File: config.mk
export PLATFORM = sky130hd
export DESIGN_NAME = jt12_cen_div
export DESIGN_NICKNAME = d
export VERILOG_FILES = /design/src/rtl/jt12_cen_div.sv
export SDC_FILE = /design/constraint.sdc
export NUM_CORES = 1
export LEC_CHECK = 0
export ABC_AREA = 1
export ABC_CLOCK_PERIOD_IN_PS = 2300
export BUFFER_PORTS_ARGS = -buffer_cell sky130_fd_sc_hd__buf_2
export CORE_AREA = 2 2 39 41
export CTS_CLUSTER_SIZE = 20
export DETAILED_ROUTE_END_ITERATION = 16
export DIE_AREA = 0 0 41 43
export MAX_ROUTING_LAYER = met4
export PLACE_DENSITY = 0.73
export SETUP_SLACK_MARGIN = 0.5
export SYNTH_ARGS = -nofsm -noshare
export SYNTH_HDL_FRONTEND = slang
export SYNTH_SLANG_ARGS = --single-unit
File: constraint.sdc
create_clock -name clk -period 2.3 [get_ports clk]
set_input_delay 0.46 -clock clk [delete_from_list [all_inputs] [get_ports clk]]
set_output_delay 0.46 -clock clk [all_outputs]
set_load 0.1 [all_outputs]
File: src/rtl/jt12_cen_div.sv
// jt12_cen_div: programmable clock-enable divider with half-rate enable, ratio-change ack and stretched internal reset; define JT12_CEN_LEGACY_EN to take the ratio from set_n3/set_n2 instead of div
module jt12_cen_div #(
  parameter int W = 4,
  parameter int DIV_RST = 6,
  parameter int RSTLEN = 2
) (
  input  logic         clk,
  input  logic         rst,
  input  logic [W-1:0] div,
`ifdef JT12_CEN_LEGACY_EN
  input  logic         set_n6,
  input  logic         set_n3,
  input  logic         set_n2,
`endif
  output logic         cen,
  output logic         cen_half,
  output logic         rst_int,
  output logic         div_ack
);
  localparam int RW = RSTLEN > 1 ? $clog2(RSTLEN) : 1;
  logic [W-1:0]  cnt, cur, eff;
  logic          h, wrap;
  logic [RW-1:0] rcnt;
`ifdef JT12_CEN_LEGACY_EN
  logic unused_in;
  assign unused_in = ^{div, set_n6};
  // legacy prescaler decode: n3 selects /3, n2 selects /2, anything else /6
  always_comb
    eff = {set_n3, set_n2} == 2'b10 ? W'(3) : {set_n3, set_n2} == 2'b01 ? W'(2) : W'(6);
`else
  // ratios 0 and 1 both collapse to divide-by-1
  always_comb
    eff = div > W'(1) ? div : W'(1);
`endif
  assign wrap = cnt == cur - W'(1);
  // period counter, enables, ratio reload at wrap and reset stretching
  always_ff @(posedge clk) begin
    if (rst) begin
      cnt      <= '0;
      cur      <= W'(DIV_RST);
      h        <= 1'b0;
      rcnt     <= '0;
      cen      <= 1'b0;
      cen_half <= 1'b0;
      div_ack  <= 1'b0;
      rst_int  <= 1'b1;
    end else begin
      cnt      <= wrap ? '0 : cnt + W'(1);
      cen      <= wrap;
      cen_half <= wrap & h;
      div_ack  <= wrap && eff != cur;
      if (wrap) begin
        h   <= ~h;
        cur <= eff;
      end
      if (wrap && rst_int) begin
        rcnt <= rcnt + RW'(1);
        if (rcnt == RW'(RSTLEN - 1)) rst_int <= 1'b0;
      end
    end
  end
endmodule
==> results of run 1 <==
-- through the flow --
| stage | cells | power [mW] |
|---|---|---|
| finish | 125 | 0.568 |
| global route | 125 | 0.608 |
| CTS | 125 | 0.574 |
| detailed placement | 121 | 0.397 |
| global placement | 121 | 0.394 |
| floorplan | 96 | 0.372 |
-- flip-flops by register name, indices dropped and copies added, names as in the netlist --
name,flops
cen,1
cen_half,1
cnt,4
cur,4
div_ack,1
h,1
rcnt,1
rst_int,1
-- Yosys cell counts, drive strengths merged --
cell	instances	area share
a21oi	2	0.014
xor2	2	0.025
nor2	12	0.10
nand4	3	0.027
nand2	27	0.16
inv	19	0.10
nand3	10	0.072
o21ai	1	0.0072
xnor2	4	0.050
ha	2	0.036
dfxtp	14	0.40
-- worst max-delay path, delay by kind of cell (launching register included) --
kind	cells	cell delay, ns
adder cells (fa/ha/maj)	1	0.28
buffers and inverters	3	0.16
flip-flops	1	0.39
AND/OR/NAND/NOR	7	0.72
-- power breakdown --
group / internal [mW] / switching [mW] / leakage (nW)
clock: 0.0965 / 0.0804 / 0.0210
combinational: 0.0400 / 0.0728 / 0.285
sequential: 0.261 / 0.0174 / 0.114
total: 0.397 / 0.171 / 0.420
-- logic make-up after synthesis --
group                    synth area share
buffers and inverters               0.103
XOR/XNOR                           0.0755
AO/OA/AOI/OAI                      0.0216
adder cells (fa/ha/maj)            0.0360
flip-flops                          0.403
AND/OR/NAND/NOR                     0.362
-- what timing repair did --
| item | 4_1_cts | 5_1_grt |
|---|---|---|
| endpoints found under the hold margin | 0 | 0 |
| resized for setup | 0 | 2 |
| setup buffers | 0 | 0 |
| endpoints found under the setup margin | 0 | 6 |
-- area by class of cell --
cell class / count / area (um2) / area share
inverters: 19 / 71.3 / 0.0891
well taps: 16 / 20.0 / 0.0250
flip-flops and latches: 14 / 282 / 0.352
repair buffers: 9 / 45.0 / 0.0562
multi-input cells: 63 / 347 / 0.433
clock buffers: 4 / 36.3 / 0.0453
-- placed cells by master, fill, tap and decap left out, types with 2 or more instances in the layout --
| cell type | Yosys | layout |
|---|---|---|
| sky130_fd_sc_hd__nand2_1 | 25 | 24 |
| sky130_fd_sc_hd__inv_1 | 17 | 17 |
| sky130_fd_sc_hd__dfxtp_1 | 14 | 13 |
| sky130_fd_sc_hd__nand3_1 | 10 | 10 |
| sky130_fd_sc_hd__nor2_1 | 9 | 9 |
| sky130_fd_sc_hd__buf_2 | 0 | 9 |
| sky130_fd_sc_hd__xnor2_1 | 4 | 4 |
| sky130_fd_sc_hd__nand4_1 | 3 | 3 |
| sky130_fd_sc_hd__clkbuf_4 | 0 | 3 |
| sky130_fd_sc_hd__xor2_1 | 2 | 2 |
| sky130_fd_sc_hd__inv_2 | 2 | 2 |
| sky130_fd_sc_hd__nand2_2 | 1 | 2 |
| sky130_fd_sc_hd__a21oi_1 | 2 | 2 |
| sky130_fd_sc_hd__ha_1 | 2 | 2 |
-- metal layers --
layer	GRT usage	share of wire
met1	0.258	0.50
met2	0.203	0.43
met3	0.0471	0.054
met4	0.0800	0.020
met5	-	0
-- final timing paths --
check,cells past startpoint,to,slack (ns),from
setup / recovery,11,div_ack,0.70,cur[1]
hold / removal,3,cur[1],0.41,div[1]
setup reg to reg,11,div_ack,0.70,cur[1]
hold reg to reg,2,cen_half,0.46,h
==> flow_summary.json, run 1 <==
{
  "status": "complete, no violations",
  "vias_per_cell": 4.61,
  "holdWs_ns": 0.412,
  "cp_slowest_cell": "sky130_fd_sc_hd__dfxtp_1",
  "min_period_over_period": 0.697,
  "syn_area_per_cell_um2": 7.25,
  "max_slew_margin": 0.676,
  "cts_htree_levels": 1,
  "die_y_um": 43,
  "worstMarginPinSlew_ns": 0.489,
  "synth.yosys.seq_area_share": 0.403,
  "place.gp.congestion": 0.736,
  "grt_util_all_layers": 0.171,
  "timing.setup.tns_ns": 0,
  "die_area_mm2": 0.00176,
  "number_of_antenna_violations_at_the_first_check_in_global_routing": 0,
  "critical-path-max-stage-delay_ns": 0.39,
  "crit_path_start_kind": "flip-flop",
  "clk_path_buf_depth": 2,
  "worstPathArrival_ns": 1.84,
  "timing.final.hold_violations": 0,
  "unrepaired_setup_endpoints_after_global_routing": "false",
  "achievable-frequency_ghz": 0.624,
  "overflow": 0,
  "number_of_instances_in_the_synthesized_netlist": 96,
  "cts.reportedPaths.clkPinSlew_ns": 0.09,
  "largest_net_degree_at_the_start_of_global_routing": 9,
  "first_global_vias": 468,
  "finish.utilization": 0.579,
  "warnings_synthesis": 0,
  "drive_gt1_frac": 0.202,
  "tritoncts": "built",
  "num_antenna_cells": 0,
  "finalInstanceArea_um2": 801,
  "drt_wl_total_um": 1130,
  "clock_sink_count": 14,
  "average_detailed_routed_wire_length_per_instance_um": 9.06,
  "final-max-slew-violation-count": 0,
  "die_x_um": 41,
  "first_pass_iters": 4,
  "clock_tree.root_cell": "sky130_fd_sc_hd__clkbuf_4",
  "cts_inserted_buffers": 3,
  "crit_type": "reg -> reg",
  "fillCellCount": 137,
  "critical_path.max_fanout": 8,
  "maxCapViolations": 0,
  "post_cts_hold_buffer_count": 0,
  "leakage_nw": 0.420,
  "drcViolationCount": 0,
  "ioPinCount": 10,
  "placement.cell_area_um2": 761,
  "power.density_mw_per_mm2": 709,
  "cp_data_required_time_ns": 2.53,
  "report.final.setup_viol": 0,
  "grt_pass1_wl_um": 1970,
  "layout_setup_ws_ns": 0.696,
  "initial_cell_density_of_the_core": 0.503,
  "unique_cell_type_count_in_the_yosys_netlist": 17,
  "post_synth_instance_area_um2": 696,
  "core.rowCount": 14,
  "nNetsFinal": 118,
  "timing.final.crit_period_ns": 1.60,
  "vdd_ir_drop_max_mv": 0.504,
  "clock_insertion_delay_worst_skew_ns": 0.29,
  "worstPathCellList": "inv_1 > ha_1 > nand2_1 > inv_1 > nor2_1 > nand2_1 > nor2_4 > nand2_4 > nor2_8 > inv_2 > nor2_2",
  "fin_worst_skew_ns": 0.00823,
  "vias": 576,
  "setup.worst_path.end_class": "flip-flop",
  "ys_ff_latch": 14,
  "synthesis.nets": 104,
  "initialDrtViolationCount": 19,
  "antenna_left": 0,
  "layout-area-overhead-vs-synth_pct": 15.1,
  "detailedPlace.worstSlack_ns": 0.675,
  "coreArea_mm2": 0.00138,
  "hold_path.class": "in -> reg",
  "buffer_ports.inserted": 9,
  "dpl.hpwl_um": 910
}
Power figures use the tool's default switching activity.
==> run 2, diff against run 1 <==
--- a/config.mk
+++ b/config.mk
@@ -6,14 +6,13 @@
 export NUM_CORES = 1
 export LEC_CHECK = 0
 export ABC_AREA = 1
-export ABC_CLOCK_PERIOD_IN_PS = 2300
+export ABC_CLOCK_PERIOD_IN_PS = 1450
 export BUFFER_PORTS_ARGS = -buffer_cell sky130_fd_sc_hd__buf_2
-export CORE_AREA = 2 2 39 41
+export CORE_UTILIZATION = 48
 export CTS_CLUSTER_SIZE = 20
 export DETAILED_ROUTE_END_ITERATION = 16
-export DIE_AREA = 0 0 41 43
 export MAX_ROUTING_LAYER = met4
-export PLACE_DENSITY = 0.73
+export PLACE_DENSITY = 0.7
 export SETUP_SLACK_MARGIN = 0.5
 export SYNTH_ARGS = -nofsm -noshare
 export SYNTH_HDL_FRONTEND = slang
==> constraint.sdc (replaced) <==
create_clock -name clk -period 1.45 [get_ports clk]
set_input_delay 0.29 -clock clk [delete_from_list [all_inputs] [get_ports clk]]
set_output_delay 0.29 -clock clk [all_outputs]
set_load 0.1 [all_outputs]
==> flow_summary.json, run 2 (synthesized netlist as in run 1, its figures left out) <==
{
  "num_antenna_cells": 0,
  "drcViolationCount": 0,
  "core.rowCount": 13,
  "most_used_cells_in_the_layout_excluding_fill_and_tap_cells": "22 x sky130_fd_sc_hd__nand2_1, 14 x sky130_fd_sc_hd__inv_1, 10 x sky130_fd_sc_hd__nand3_1",
  "critical-path-max-stage-delay_ns": 0.34,
  "die_x_um": 40.1,
  "worstPathCellList": "inv_2 > ha_4 > nor2_1 > nor2_1 > nand2_1 > nor2_4 > nand2_4 > nor2_8 > inv_2 > nor2_1",
  "path_delay_family": "simple AND/OR/NAND/NOR gates",
  "highest-signal-layer": "met4",
  "layout_setup_ws_ns": 0.0215,
  "setup.worst_path.end_class": "flip-flop",
  "cts_htree_levels": 1,
  "cts_inserted_buffers": 3,
  "crit_type": "reg -> reg",
  "tritoncts": "built",
  "crit_path_start_kind": "flip-flop",
  "achievable-frequency_ghz": 0.700,
  "initialDrtViolationCount": 15,
  "hold_path.class": "in -> reg",
  "vias_per_cell": 4.72,
  "largest_net_degree_at_the_start_of_global_routing": 9,
  "min_period_over_period": 0.985,
  "totalPowerFinal_mw": 0.952,
  "overflow": 0,
  "critical_path.max_fanout": 8,
  "average_detailed_routed_wire_length_per_instance_um": 10.3,
  "leakage_nw": 0.464,
  "die_area_mm2": 0.00161,
  "holdWs_ns": 0.238,
  "nNetsFinal": 124,
  "maxCapViolations": 0,
  "number_of_antenna_violations_at_the_first_check_in_global_routing": 0,
  "reg2reg_depth": 10,
  "clock_tree.root_cell": "sky130_fd_sc_hd__clkbuf_4",
  "buffer_ports.inserted": 9,
  "antenna_left": 0,
  "ioPinCount": 10,
  "worstPathArrival_ns": 1.66,
  "max_slew_margin": 0.839,
  "detailroute.wirelength.met2_um": 646,
  "post_route_insts_no_fill": 130,
  "clock_sink_count": 14,
  "place.gp.congestion": 0.769,
  "coreArea_mm2": 0.00132,
  "layout-area-overhead-vs-synth_pct": 34.2,
  "timing.critical_path.buf_inv": 2,
  "report.final.setup_viol": 0,
  "clk_path_buf_depth": 2,
  "routed-wl-met3_um": 56,
  "critical_path_cell_count": 10,
  "initial_cell_density_of_the_core": 0.528,
  "cell_count_after_placement": 123,
  "finish.utilization": 0.708,
  "vias": 614,
  "dpl.hpwl_um": 1020,
  "timing.final.crit_period_ns": 1.43,
  "grt_util_all_layers": 0.208,
  "detailedPlace.worstSlack_ns": -0.0142,
  "unrepaired_setup_endpoints_after_global_routing": "true",
  "mostFrequentLayoutCell": "sky130_fd_sc_hd__nand2_1",
  "grt_pass1_wl_um": 2010,
  "drive_gt1_frac": 0.330,
  "cp_slowest_cell": "sky130_fd_sc_hd__dfxtp_2",
  "first_pass_iters": 4,
  "first_global_vias": 492,
  "cp_common_cell": "sky130_fd_sc_hd__nor2_1",
  "clock_insertion_delay_worst_skew_ns": 0.29,
  "vdd_ir_drop_max_mv": 0.656,
  "worstMarginPinSlew_ns": 0.242,
  "fin_worst_skew_ns": 0.00255,
  "power.density_mw_per_mm2": 1020,
  "wirelength_met1_um": 615,
  "die_y_um": 40.1,
  "final-max-slew-violation-count": 0,
  "status": "complete, no violations",
  "layout_top_registers": "cnt x4, cur x4",
  "cp_data_required_time_ns": 1.68,
  "holdPathStages": 3,
  "cts.reportedPaths.clkPinSlew_ns": 0.09,
  "drt_wl_total_um": 1350,
  "timing.final.hold_violations": 0
}
## run 2: changes by cell type in the layout (fill, tap and decap cells not counted), sizes merged
cell and change:
buf +6
## run 2: power by group
part           total (mW)  internal [mW]  switching [mW]
Sequential          0.441          0.413          0.0281
Combinational       0.222         0.0935           0.129
Clock               0.289          0.153           0.136
Total               0.952          0.659           0.293
## run 2: final timing paths
kind | from | endpoint | slack, ns
setup / recovery | cur[1] | cen_half | 0.02
setup reg to reg | cur[1] | cen_half | 0.02
hold reg to reg | h | cen_half | 0.46
hold / removal | div[3] | cur[3] | 0.24
## run 2: per-stage QoR
step           TNS (ns)  area [um2]
6_report              0         933
5_1_grt          -0.321         933
4_1_cts               0         925
3_5_place_dp    -0.0301         801
3_3_place_gp          0         801
2_1_floorplan         0         714
## run 2: area by class of cell
type,count,area [um2]
Multi-Input combinational cell,63,364
Clock buffer,4,36.3
Timing Repair Buffer,15,154
Tap cell,15,18.8
Inverter,19,71.3
Fill cell,111,384
Sequential cell,14,289
## run 2: worst reg2reg max path, cell delays in order, from the launching register on
cell and delay, ns:
sky130_fd_sc_hd__dfxtp_2 0.34, sky130_fd_sc_hd__inv_2 0.05, sky130_fd_sc_hd__ha_4 0.26, sky130_fd_sc_hd__nor2_1 0.04
sky130_fd_sc_hd__nor2_1 0.09, sky130_fd_sc_hd__nand2_1 0.10, sky130_fd_sc_hd__nor2_4 0.13, sky130_fd_sc_hd__nand2_4 0.11
sky130_fd_sc_hd__nor2_8 0.13, sky130_fd_sc_hd__inv_2 0.05, sky130_fd_sc_hd__nor2_1 0.08
## run 2: timing repair
| action | in CTS | in global routing |
|---|---|---|
| gates cloned | 0 | 0 |
| setup buffers | 3 | 0 |
| gates resized for setup | 18 | 4 |
| endpoints found under the setup margin | 18 | 18 |
| hold buffers | 0 | 0 |
| pin swaps | 3 | 4 |
## run 2: metal layers
layer | track usage | vias up
met5 | - | -
met4 | 0.155 | 0
met3 | 0.0500 | 4
met2 | 0.298 | 16
met1 | 0.248 | 265
li1 | - | 329
